[src/rtl/flg_match_sched.sv]
// flg_match_sched: sequencer for the sparse flag-matching datapath.
//
// For each activation/weight flag word pair, walks the set bits of
// (act & wei) lowest first. For every match it emits the absolute
// compressed-buffer addresses of that element on both sides. Base addresses
// carry across words so a whole kernel pass appears as one flat address
// stream.
//
// Ports:
//   clk, rst_n                   clock, asynchronous active-low reset
//   cfg_start, cfg_num_words     pass start pulse and word-pair count
//   in_valid/in_ready            flag word pair handshake (in_flg_act, in_flg_wei)
//   out_valid/out_ready          match handshake (out_addr_act, out_addr_wei, out_last)
//   busy, done                   pass in progress, one-cycle end-of-pass pulse
//   match_cnt, stall_cnt         accepted matches, backpressure cycles
//
// Optional build macro: FLG_MATCH_SCHED_STAT_EN enables the saturating
// stall_cnt counter. Without it, stall_cnt is tied to zero.
module flg_match_sched #(
   parameter int unsigned DATA_WIDTH  = 32,
   parameter int unsigned BASE_WIDTH  = 12,
   parameter int unsigned NWORD_WIDTH = 16
) (
   input  logic                   clk,
   input  logic                   rst_n,
   input  logic                   cfg_start,
   input  logic [NWORD_WIDTH-1:0] cfg_num_words,
   input  logic                   in_valid,
   output logic                   in_ready,
   input  logic [DATA_WIDTH-1:0]  in_flg_act,
   input  logic [DATA_WIDTH-1:0]  in_flg_wei,
   output logic                   out_valid,
   input  logic                   out_ready,
   output logic [BASE_WIDTH-1:0]  out_addr_act,
   output logic [BASE_WIDTH-1:0]  out_addr_wei,
   output logic                   out_last,
   output logic                   busy,
   output logic                   done,
   output logic [15:0]            match_cnt,
   output logic [15:0]            stall_cnt
);

   typedef enum logic [2:0] {ST_IDLE, ST_FETCH, ST_ISSUE, ST_ADVANCE, ST_DONE} state_t;

   state_t                 state_q, state_d;
   logic [NWORD_WIDTH-1:0] num_words_q, num_words_d;
   logic [NWORD_WIDTH-1:0] word_cnt_q, word_cnt_d;
   logic [DATA_WIDTH-1:0]  act_q, act_d, wei_q, wei_d, pend_q, pend_d;
   logic [BASE_WIDTH-1:0]  base_act_q, base_act_d, base_wei_q, base_wei_d;
   logic                   out_valid_q, out_valid_d, out_last_q, out_last_d;
   logic [BASE_WIDTH-1:0]  out_addr_act_q, out_addr_act_d, out_addr_wei_q, out_addr_wei_d;
   logic [15:0]            match_cnt_q, match_cnt_d;

   logic [DATA_WIDTH-1:0]  src_act, src_wei, src_pend, lsb, below;
   logic [BASE_WIDTH-1:0]  nxt_addr_act, nxt_addr_wei;
   logic                   nxt_last, last_word, fire;

   // Population count reduced modulo 2^BASE_WIDTH, matching the silent base wrap.
   function automatic logic [BASE_WIDTH-1:0] popcnt(input logic [DATA_WIDTH-1:0] v);
      logic [BASE_WIDTH-1:0] c;
      c = '0;
      for (int unsigned i = 0; i < DATA_WIDTH; i++) c = c + BASE_WIDTH'(v[i]);
      return c;
   endfunction

   // Outputs are registered. The match presented next is computed from the incoming
   // word while fetching, or from the pending set with the accepted bit removed while
   // issuing. This gives a valid output on the cycle after accept and one match per cycle.
   always_comb begin
      fire      = out_valid_q & out_ready;
      last_word = (word_cnt_q + NWORD_WIDTH'(1)) == num_words_q;
      if (state_q == ST_FETCH) begin
         src_act  = in_flg_act;
         src_wei  = in_flg_wei;
         src_pend = in_flg_act & in_flg_wei;
      end else begin
         src_act  = act_q;
         src_wei  = wei_q;
         src_pend = pend_q & (pend_q - DATA_WIDTH'(1));
      end
      lsb          = src_pend & (~src_pend + DATA_WIDTH'(1));
      below        = lsb - DATA_WIDTH'(1);
      nxt_addr_act = base_act_q + popcnt(src_act & below);
      nxt_addr_wei = base_wei_q + popcnt(src_wei & below);
      nxt_last     = last_word && ((src_pend & ~lsb) == '0);
   end

   always_comb begin
      state_d        = state_q;
      num_words_d    = num_words_q;
      word_cnt_d     = word_cnt_q;
      act_d          = act_q;
      wei_d          = wei_q;
      pend_d         = pend_q;
      base_act_d     = base_act_q;
      base_wei_d     = base_wei_q;
      out_valid_d    = out_valid_q;
      out_last_d     = out_last_q;
      out_addr_act_d = out_addr_act_q;
      out_addr_wei_d = out_addr_wei_q;
      match_cnt_d    = match_cnt_q;
      unique case (state_q)
         ST_IDLE: begin
            if (cfg_start) begin
               num_words_d = cfg_num_words;
               base_act_d  = '0;
               base_wei_d  = '0;
               word_cnt_d  = '0;
               match_cnt_d = '0;
               state_d     = (cfg_num_words == '0) ? ST_DONE : ST_FETCH;
            end
         end
         ST_FETCH: begin
            if (in_valid) begin
               act_d  = in_flg_act;
               wei_d  = in_flg_wei;
               pend_d = src_pend;
               if (src_pend == '0) begin
                  state_d = ST_ADVANCE;
               end else begin
                  state_d        = ST_ISSUE;
                  out_valid_d    = 1'b1;
                  out_addr_act_d = nxt_addr_act;
                  out_addr_wei_d = nxt_addr_wei;
                  out_last_d     = nxt_last;
               end
            end
         end
         ST_ISSUE: begin
            if (fire) begin
               pend_d      = src_pend;
               match_cnt_d = match_cnt_q + 16'd1;
               if (src_pend != '0) begin
                  out_addr_act_d = nxt_addr_act;
                  out_addr_wei_d = nxt_addr_wei;
                  out_last_d     = nxt_last;
               end else begin
                  out_valid_d = 1'b0;
                  out_last_d  = 1'b0;
                  state_d     = ST_ADVANCE;
               end
            end
         end
         ST_ADVANCE: begin
            base_act_d = base_act_q + popcnt(act_q);
            base_wei_d = base_wei_q + popcnt(wei_q);
            word_cnt_d = word_cnt_q + NWORD_WIDTH'(1);
            state_d    = last_word ? ST_DONE : ST_FETCH;
         end
         ST_DONE: state_d = ST_IDLE;
         default: state_d = ST_IDLE;
      endcase
   end

   always_ff @(posedge clk or negedge rst_n) begin
      if (!rst_n) begin
         state_q        <= ST_IDLE;
         num_words_q    <= '0;
         word_cnt_q     <= '0;
         act_q          <= '0;
         wei_q          <= '0;
         pend_q         <= '0;
         base_act_q     <= '0;
         base_wei_q     <= '0;
         out_valid_q    <= 1'b0;
         out_last_q     <= 1'b0;
         out_addr_act_q <= '0;
         out_addr_wei_q <= '0;
         match_cnt_q    <= '0;
      end else begin
         state_q        <= state_d;
         num_words_q    <= num_words_d;
         word_cnt_q     <= word_cnt_d;
         act_q          <= act_d;
         wei_q          <= wei_d;
         pend_q         <= pend_d;
         base_act_q     <= base_act_d;
         base_wei_q     <= base_wei_d;
         out_valid_q    <= out_valid_d;
         out_last_q     <= out_last_d;
         out_addr_act_q <= out_addr_act_d;
         out_addr_wei_q <= out_addr_wei_d;
         match_cnt_q    <= match_cnt_d;
      end
   end

`ifdef FLG_MATCH_SCHED_STAT_EN
   logic [15:0] stall_cnt_q, stall_cnt_d;

   always_comb begin
      stall_cnt_d = stall_cnt_q;
      if (state_q == ST_IDLE && cfg_start)
         stall_cnt_d = '0;
      else if (out_valid_q && !out_ready && stall_cnt_q != '1)
         stall_cnt_d = stall_cnt_q + 16'd1;
   end

   always_ff @(posedge clk or negedge rst_n) begin
      if (!rst_n) stall_cnt_q <= '0;
      else        stall_cnt_q <= stall_cnt_d;
   end

   assign stall_cnt = stall_cnt_q;
`else
   assign stall_cnt = '0;
`endif

   assign in_ready     = (state_q == ST_FETCH);
   assign busy         = (state_q != ST_IDLE);
   assign done         = (state_q == ST_DONE);
   assign out_valid    = out_valid_q;
   assign out_last     = out_last_q;
   assign out_addr_act = out_addr_act_q;
   assign out_addr_wei = out_addr_wei_q;
   assign match_cnt    = match_cnt_q;

endmodule

[config.mk]
export PLATFORM = sky130hd
export DESIGN_NAME = flg_match_sched
export DESIGN_NICKNAME = d
export VERILOG_FILES = /design/src/rtl/flg_match_sched.sv
export SDC_FILE = /design/constraint.sdc
export NUM_CORES = 1
export LEC_CHECK = 0
export ABC_AREA = 1
export BUFFER_PORTS_ARGS = -buffer_cell sky130_fd_sc_hd__clkbuf_2
export CAP_MARGIN = 20
export CORE_MARGIN = 5
export CORE_UTILIZATION = 60
export DETAILED_ROUTE_END_ITERATION = 12
export PLACE_DENSITY_LB_ADDON = 0.12
export SLEW_MARGIN = 20
export SYNTH_ARGS = -nofsm -noshare
export SYNTH_HDL_FRONTEND = slang
export SYNTH_SLANG_ARGS = --single-unit
[constraint.sdc]
create_clock -name clk -period 20.2 [get_ports clk]
set_clock_uncertainty 0.15 [all_clocks]
set_input_delay 2.02 -clock clk [delete_from_list [all_inputs] [get_ports clk]]
set_output_delay 2.02 -clock clk [all_outputs]
set_load 0.05 [all_outputs]
==> metrics, run 1 <==
status=finished, final reports clean; Mean Syn Cell Area=7.723 µm²; type of origin of the critical path=input pin; Synth cell types=53; GRT Overall Usage=31.50%; Max-slew headroom=41.92%; Layout area overhead=9.245%; global-route wire length before repair=70010 µm; top_reg_cell synth=dfrtp_1; synthesized area=15360 µm²; die area=28900 µm²; post-route DRC violation count=0; clk_lat worst skew=450 ps; die width=170.0 µm; nets=2343; # hold bufs at CTS=0; Critical Path AT=9060 ps; Worst Path Required=20390 ps; top-area cell type share of the netlist area=32.09%; antenna violations before repair=1; CP top delay family=adder cells; hold crit path type=flop to flop; worst slew pin tran=870.2 ps; fin crit share=43.87%; Worst Path Buf+Inv=9; critical path type=input pin to flop; number of synthesized register bits=197; Post CTS Setup Buffer Count=0; Seq/Total Area, Yosys=32.09%; routed via count=13420; worst slack, placed=10930 ps; CTS max path bufs=2; final hold vios=0; Warnings, synthesis=0; cell count after synthesis=1989; Post-DP HPWL=35800 µm; clock slew seen by the registers of the worst setup and hold paths=80 ps; initial drt markers=1533; dpl cells=2403; max_cap viols=0; total wire length=44740 µm; fin. max-slew vios=0; CTS Root Cell=clkbuf_16; Fin Hold WS=322.9 ps; vias per cell=5.509; vias in the first global route=12900; nature of the critical path endpoint=flop; drt pass-1 iters=5; maximum fanout along the worst path=9; fillcell total=2238; Starting Density=61.00%; H-tree levels=4; CTS Sinks=197; EDFF count, synth=0; fin crit period=8863 ps; CTS tree=done; Slowest cell on crit path=fa_1; final setup vio count=0; ratio of cells with drive above 1 in the final layout=12.40%; area leader, netlist=dfrtp_1; setup_tns=0 ps; Num CTS Buffers=17; Resize count post-CTS=0; FP Rows=58; Final ANT Viol Nets=0; port bufs=129; gp weighted congestion=0.9755; max frequency=0.1128 GHz; Die H=170.0 µm; Synth area leaders=dfrtp_1 (32%), fa_1 (14%), nand2_1 (14%); asr flop ratio synth=100.0%; core box area=25180 µm²; GRT overflow=0; unrepaired setup endpoints after global routing=false; cell mode on critical path=fa_1; slowest stage delay, CP=550 ps; final worst setup slack=11340 ps; Finished Layout Cells=2435; io pins=146; largest net degree at the start of global routing=93; wire per inst=18.37 µm
synthesized netlist by cell type (6+ instances only):
| master | number |
|---|---|
| nand2_2 | 13 |
| o211ai_1 | 16 |
| mux2_2 | 24 |
| a21oi_1 | 62 |
| buf_6 | 7 |
| nor2_4 | 7 |
| nor3_1 | 19 |
| buf_2 | 7 |
| inv_1 | 313 |
| a21boi_0 | 6 |
| clkbuf_1 | 32 |
| ha_1 | 62 |
| inv_2 | 8 |
| buf_4 | 18 |
| nand4_1 | 17 |
| xnor2_1 | 10 |
| fa_1 | 104 |
| o21ai_0 | 154 |
| nand2_1 | 554 |
| nand3_2 | 8 |
| nor2_2 | 14 |
| dfrtp_1 | 197 |
| o21ai_1 | 24 |
| nor2_1 | 160 |
| nand3_1 | 69 |
| xor2_1 | 19 |
| o22ai_1 | 16 |
cell usage in the layout (no fill, tap or decap), types with 19 or more instances in the layout:
cell      count
a21oi_1      62
clkbuf_2    128
dfrtp_1     197
fa_1        104
ha_1         62
inv_1       313
mux2_2       24
nand2_1     553
nand3_1      69
nor2_1      160
nor3_1       19
o21ai_0     154
o21ai_1      24
xor2_1       19
final timing paths:
| path | slack, ps | start | depth (start not counted) | end |
|---|---|---|---|---|
| worst max-delay path | 11340 | in_flg_act[0] | 36 | out_addr_wei[10] |
| min in group asynchronous | 1470 | rst_n | 1 | num_words_q[6] |
| max in group asynchronous | 16470 | rst_n | 3 | base_act_q[2] |
| worst min-delay path | 320 | match_cnt[15] | 1 | match_cnt[15] |
| worst min register to register | 320 | match_cnt[15] | 1 | match_cnt[15] |
| worst max register to register | 11670 | state_q[1] | 35 | out_addr_wei[10] |
state kept, by name, summed over array words and instances, names as in the netlist, 3 cells and up:
signal and flops:
act_q 32, base_act_q 12, base_wei_q 12, match_cnt 16
num_words_q 16, out_addr_act 12, out_addr_wei 12, pend_q 32
state_q 3, wei_q 32, word_cnt_q 16
logic make-up (layout without fill, tap and decap cells):
logic type	count (synthesis)	after routing	synth area share (%)
other	1	17	0.02441
DFF	197	197	32.09
and+or+nand+nor	883	883	24.67
buffers and inverters	391	491	10.39
AOI/OAI and AO/OA	296	296	10.51
adders and majority gates	166	166	18.60
xor gates and xnor gates	31	31	1.947
muxes	24	24	1.759
layer usage:
layer | share of wire (%) | up-vias | global-route usage (%)
met5 | 0 | - | 0
met4 | 1.6 | 0 | 6.806
met3 | 9.9 | 45 | 7.851
met2 | 45 | 560 | 47.90
met1 | 43 | 6385 | 46.27
li1 | - | 6425 | -
layout make-up:
class	instances	area, µm²	share of cell area [%]
repair buffers	138	721.9	4.302
clock buffers	17	425.4	2.535
multi-input cells	1416	8899	53.03
flip-flops and latches	197	4930	29.38
clock inverters	14	181.4	1.081
well taps	330	412.9	2.460
diodes	1	2.502	0.01491
inverters	322	1209	7.203
worst register-to-register path: cells and delay by family, from the launching register on:
kind / cells / cell delay (ps)
AND/OR/NAND/NOR: 15 / 2370
buffers and inverters: 7 / 600
adder cells (fa/ha/maj): 8 / 3980
AO/OA/AOI/OAI: 4 / 700
flip-flops: 1 / 480
XOR/XNOR: 1 / 150
through the flow:
stage | utilization, % | cell area [µm²]
2_1_floorplan | - | 15420
3_3_place_gp | 64.22 | 16170
3_5_place_dp | 64.22 | 16170
4_1_cts | 66.63 | 16780
5_1_grt | 66.64 | 16780
6_report | 66.64 | 16780
Power of run 1 is not shown: default switching activity piles up to over one toggle a cycle in this logic, so the estimate is an artifact.
==> run 2: changes to the inputs <==
Settings changed: ABC_AREA 1 to 0.
Clock period 20.2 ns to 8.3 ns, I/O delays scaled along.
==> run 2 against run 1 <==
Net effect: final cell count shrank 7.6%; worst setup slack lost 11000 ps; sequential share of layout area shrank 1.1 points; non-clock buffer count grew 120; design area grew 4.0%; global-route usage shrank 0.59 points; critical endpoint unchanged; largest cell class unchanged.
==> metrics, run 2 <==
fin. max-slew vios=0; synthesized area=15040 µm²; ratio of cells with drive above 1 in the final layout=20.20%; die area=28340 µm²; most frequent cells in the layout=nand2_1 (355), dfrtp_1 (197), inv_1 (154), o21ai_0 (138), clkbuf_2 (128); Post-DP HPWL=33990 µm; slowest stage delay, CP=540 ps; clock slew seen by the registers of the worst setup and hold paths=90 ps; core box area=24960 µm²; number of synthesized register bits=197; max_cap viols=0; final hold vios=0; cell mode on critical path=fa_1; GRT overflow=0; fin crit period=8190 ps; CTS Sinks=197; wire per inst=19.47 µm; max frequency=0.1221 GHz; port bufs=129; CTS max path bufs=2; top-area cell type share of the netlist area=32.77%; worst slew pin tran=1031 ps; antenna violations before repair=0; drt pass-1 iters=7; Fin Hold WS=191.4 ps; H-tree levels=4; cell count after synthesis=1714; nets=2160; status=finished, final reports clean; hold crit path type=input pin to asynchronous set/reset pin; Regs by FF count=act_q: 32 flops, pend_q: 32 flops, wei_q: 32 flops; FP Rows=58; type of origin of the critical path=flop; routed via count=13290; die width=168.3 µm; vias in the first global route=12670; Critical Path AT=8360 ps; most common library cells after synthesis=nand2_1 (355), dfrtp_1 (197), inv_1 (158); clk_lat worst skew=460 ps; total wire length=43820 µm; Final ANT Viol Nets=0; vias per cell=5.904; GRT Overall Usage=30.92%; Max-slew headroom=31.26%; setup_tns=0 ps; Synth area leaders=dfrtp_1 (33%), fa_1 (14%), nand2_1 (8.9%); Mean Syn Cell Area=8.777 µm²; final setup vio count=0; area leader, netlist=dfrtp_1; Num CTS Buffers=17; CTS Root Cell=clkbuf_16; count leader, synth=nand2_1; fillcell total=2003; io pins=146; CTS tree=done; post-route DRC violation count=0; Layout area overhead=16.06%; Slowest cell on crit path=or4_4; critical path type=flop to flop; Warnings, synthesis=0; Seq/Total Area, Yosys=32.77%; ant diodes=0; commonest non-fill, non-tap cell in the layout=nand2_1; largest net degree at the start of global routing=94; initial drt markers=1153; asr flop ratio synth=100.0%; unrepaired setup endpoints after global routing=true; Die H=168.3 µm; Worst Path Required=8470 ps; global-route wire length before repair=68700 µm; fin crit share=98.67%; EDFF count, synth=0; # hold bufs at CTS=0; nature of the critical path endpoint=flop; Synth cell types=84; top_reg_cell synth=dfrtp_1; Starting Density=60.26%; maximum fanout along the worst path=4; gp weighted congestion=0.9348
run 2: changes by cell type in the layout (fill, tap and decap cells not counted), sizes merged, moves of 17 or more:
cell,delta
buf,+120
a31oi,+20
o31ai,+18
o21ai,-22
nand2,-213
nand3,-28
or3,+17
nor2,-106
inv,-161
mux2i,+17
and3,+18
a21o,+19
run 2: logic make-up after synthesis:
kind of cell	count (synthesis)	share of synthesized area, %
AOI/OAI and AO/OA	344	13.92
xor gates and xnor gates	53	3.086
adders and majority gates	169	19.20
buffers and inverters	256	7.078
DFF	197	32.77
muxes	55	3.976
other	1	0.02493
and+or+nand+nor	639	19.95
run 2: repair_timing:
action,CTS,global route
buffers inserted,6,7
pin swaps,9,36
gates resized for setup,12,38
setup endpoints to repair,4,13
gates cloned,0,0
run 2: worst paths after layout:
kind | start | end | slack, ps | cells past startpoint
max | pend_q[3] | out_addr_wei[10] | 110 | 31
min | rst_n | match_cnt[14] | 190 | 1
max reg2reg | pend_q[3] | out_addr_wei[10] | 110 | 31
min reg2reg | out_addr_wei[1] | out_addr_wei[1] | 330 | 2
max in group asynchronous | rst_n | wei_q[10] | 6340 | 2
min in group clk | out_addr_wei[1] | out_addr_wei[1] | 330 | 2
run 2: routing by layer:
| metal | part of all wire [%] | wire length (µm) | vias up | GRT usage (%) |
|---|---|---|---|---|
| li1 | - | - | 6145 | - |
| met1 | 42 | 18620 | 6472 | 45.79 |
| met2 | 47 | 20400 | 617 | 48.50 |
| met3 | 9.2 | 4042 | 56 | 5.306 |
| met4 | 1.7 | 759 | 0 | 6.316 |
| met5 | 0 | 0 | - | 0 |
run 2: cell type report:
class                      instances  area, µm²  area share [%]
clock buffer                      17      425.4           2.437
sequential                       197       4930           28.24
tap                              330      412.9           2.365
clock inverter                    14      180.2           1.032
multi-input combinational       1276       9249           52.97
timing repair buffer             258       1664           9.531
inverter                         159      598.1           3.426
run 2: metrics by stage:
step	worst slack [ps]	std cells	instance area, µm²	util (%)
floorplan	-19.75	1729	15100	-
global placement	-63.54	2207	16610	66.55
detailed placement	-175.3	2207	16610	66.55
CTS	11.28	2244	17320	69.39
global route	-219.8	2251	17460	69.94
finish	110.1	2251	17460	69.94
run 2: critical path, delay by kind of cell, from the launching register on:
kind	cells	cell delay, ps
xor gates and xnor gates	1	180
buffers and inverters	6	520
adders and majority gates	8	3690
muxes	1	230
DFF	1	410
and+or+nand+nor	8	2050
AOI/OAI and AO/OA	7	840
Power of run 2 is left out for the same reason.
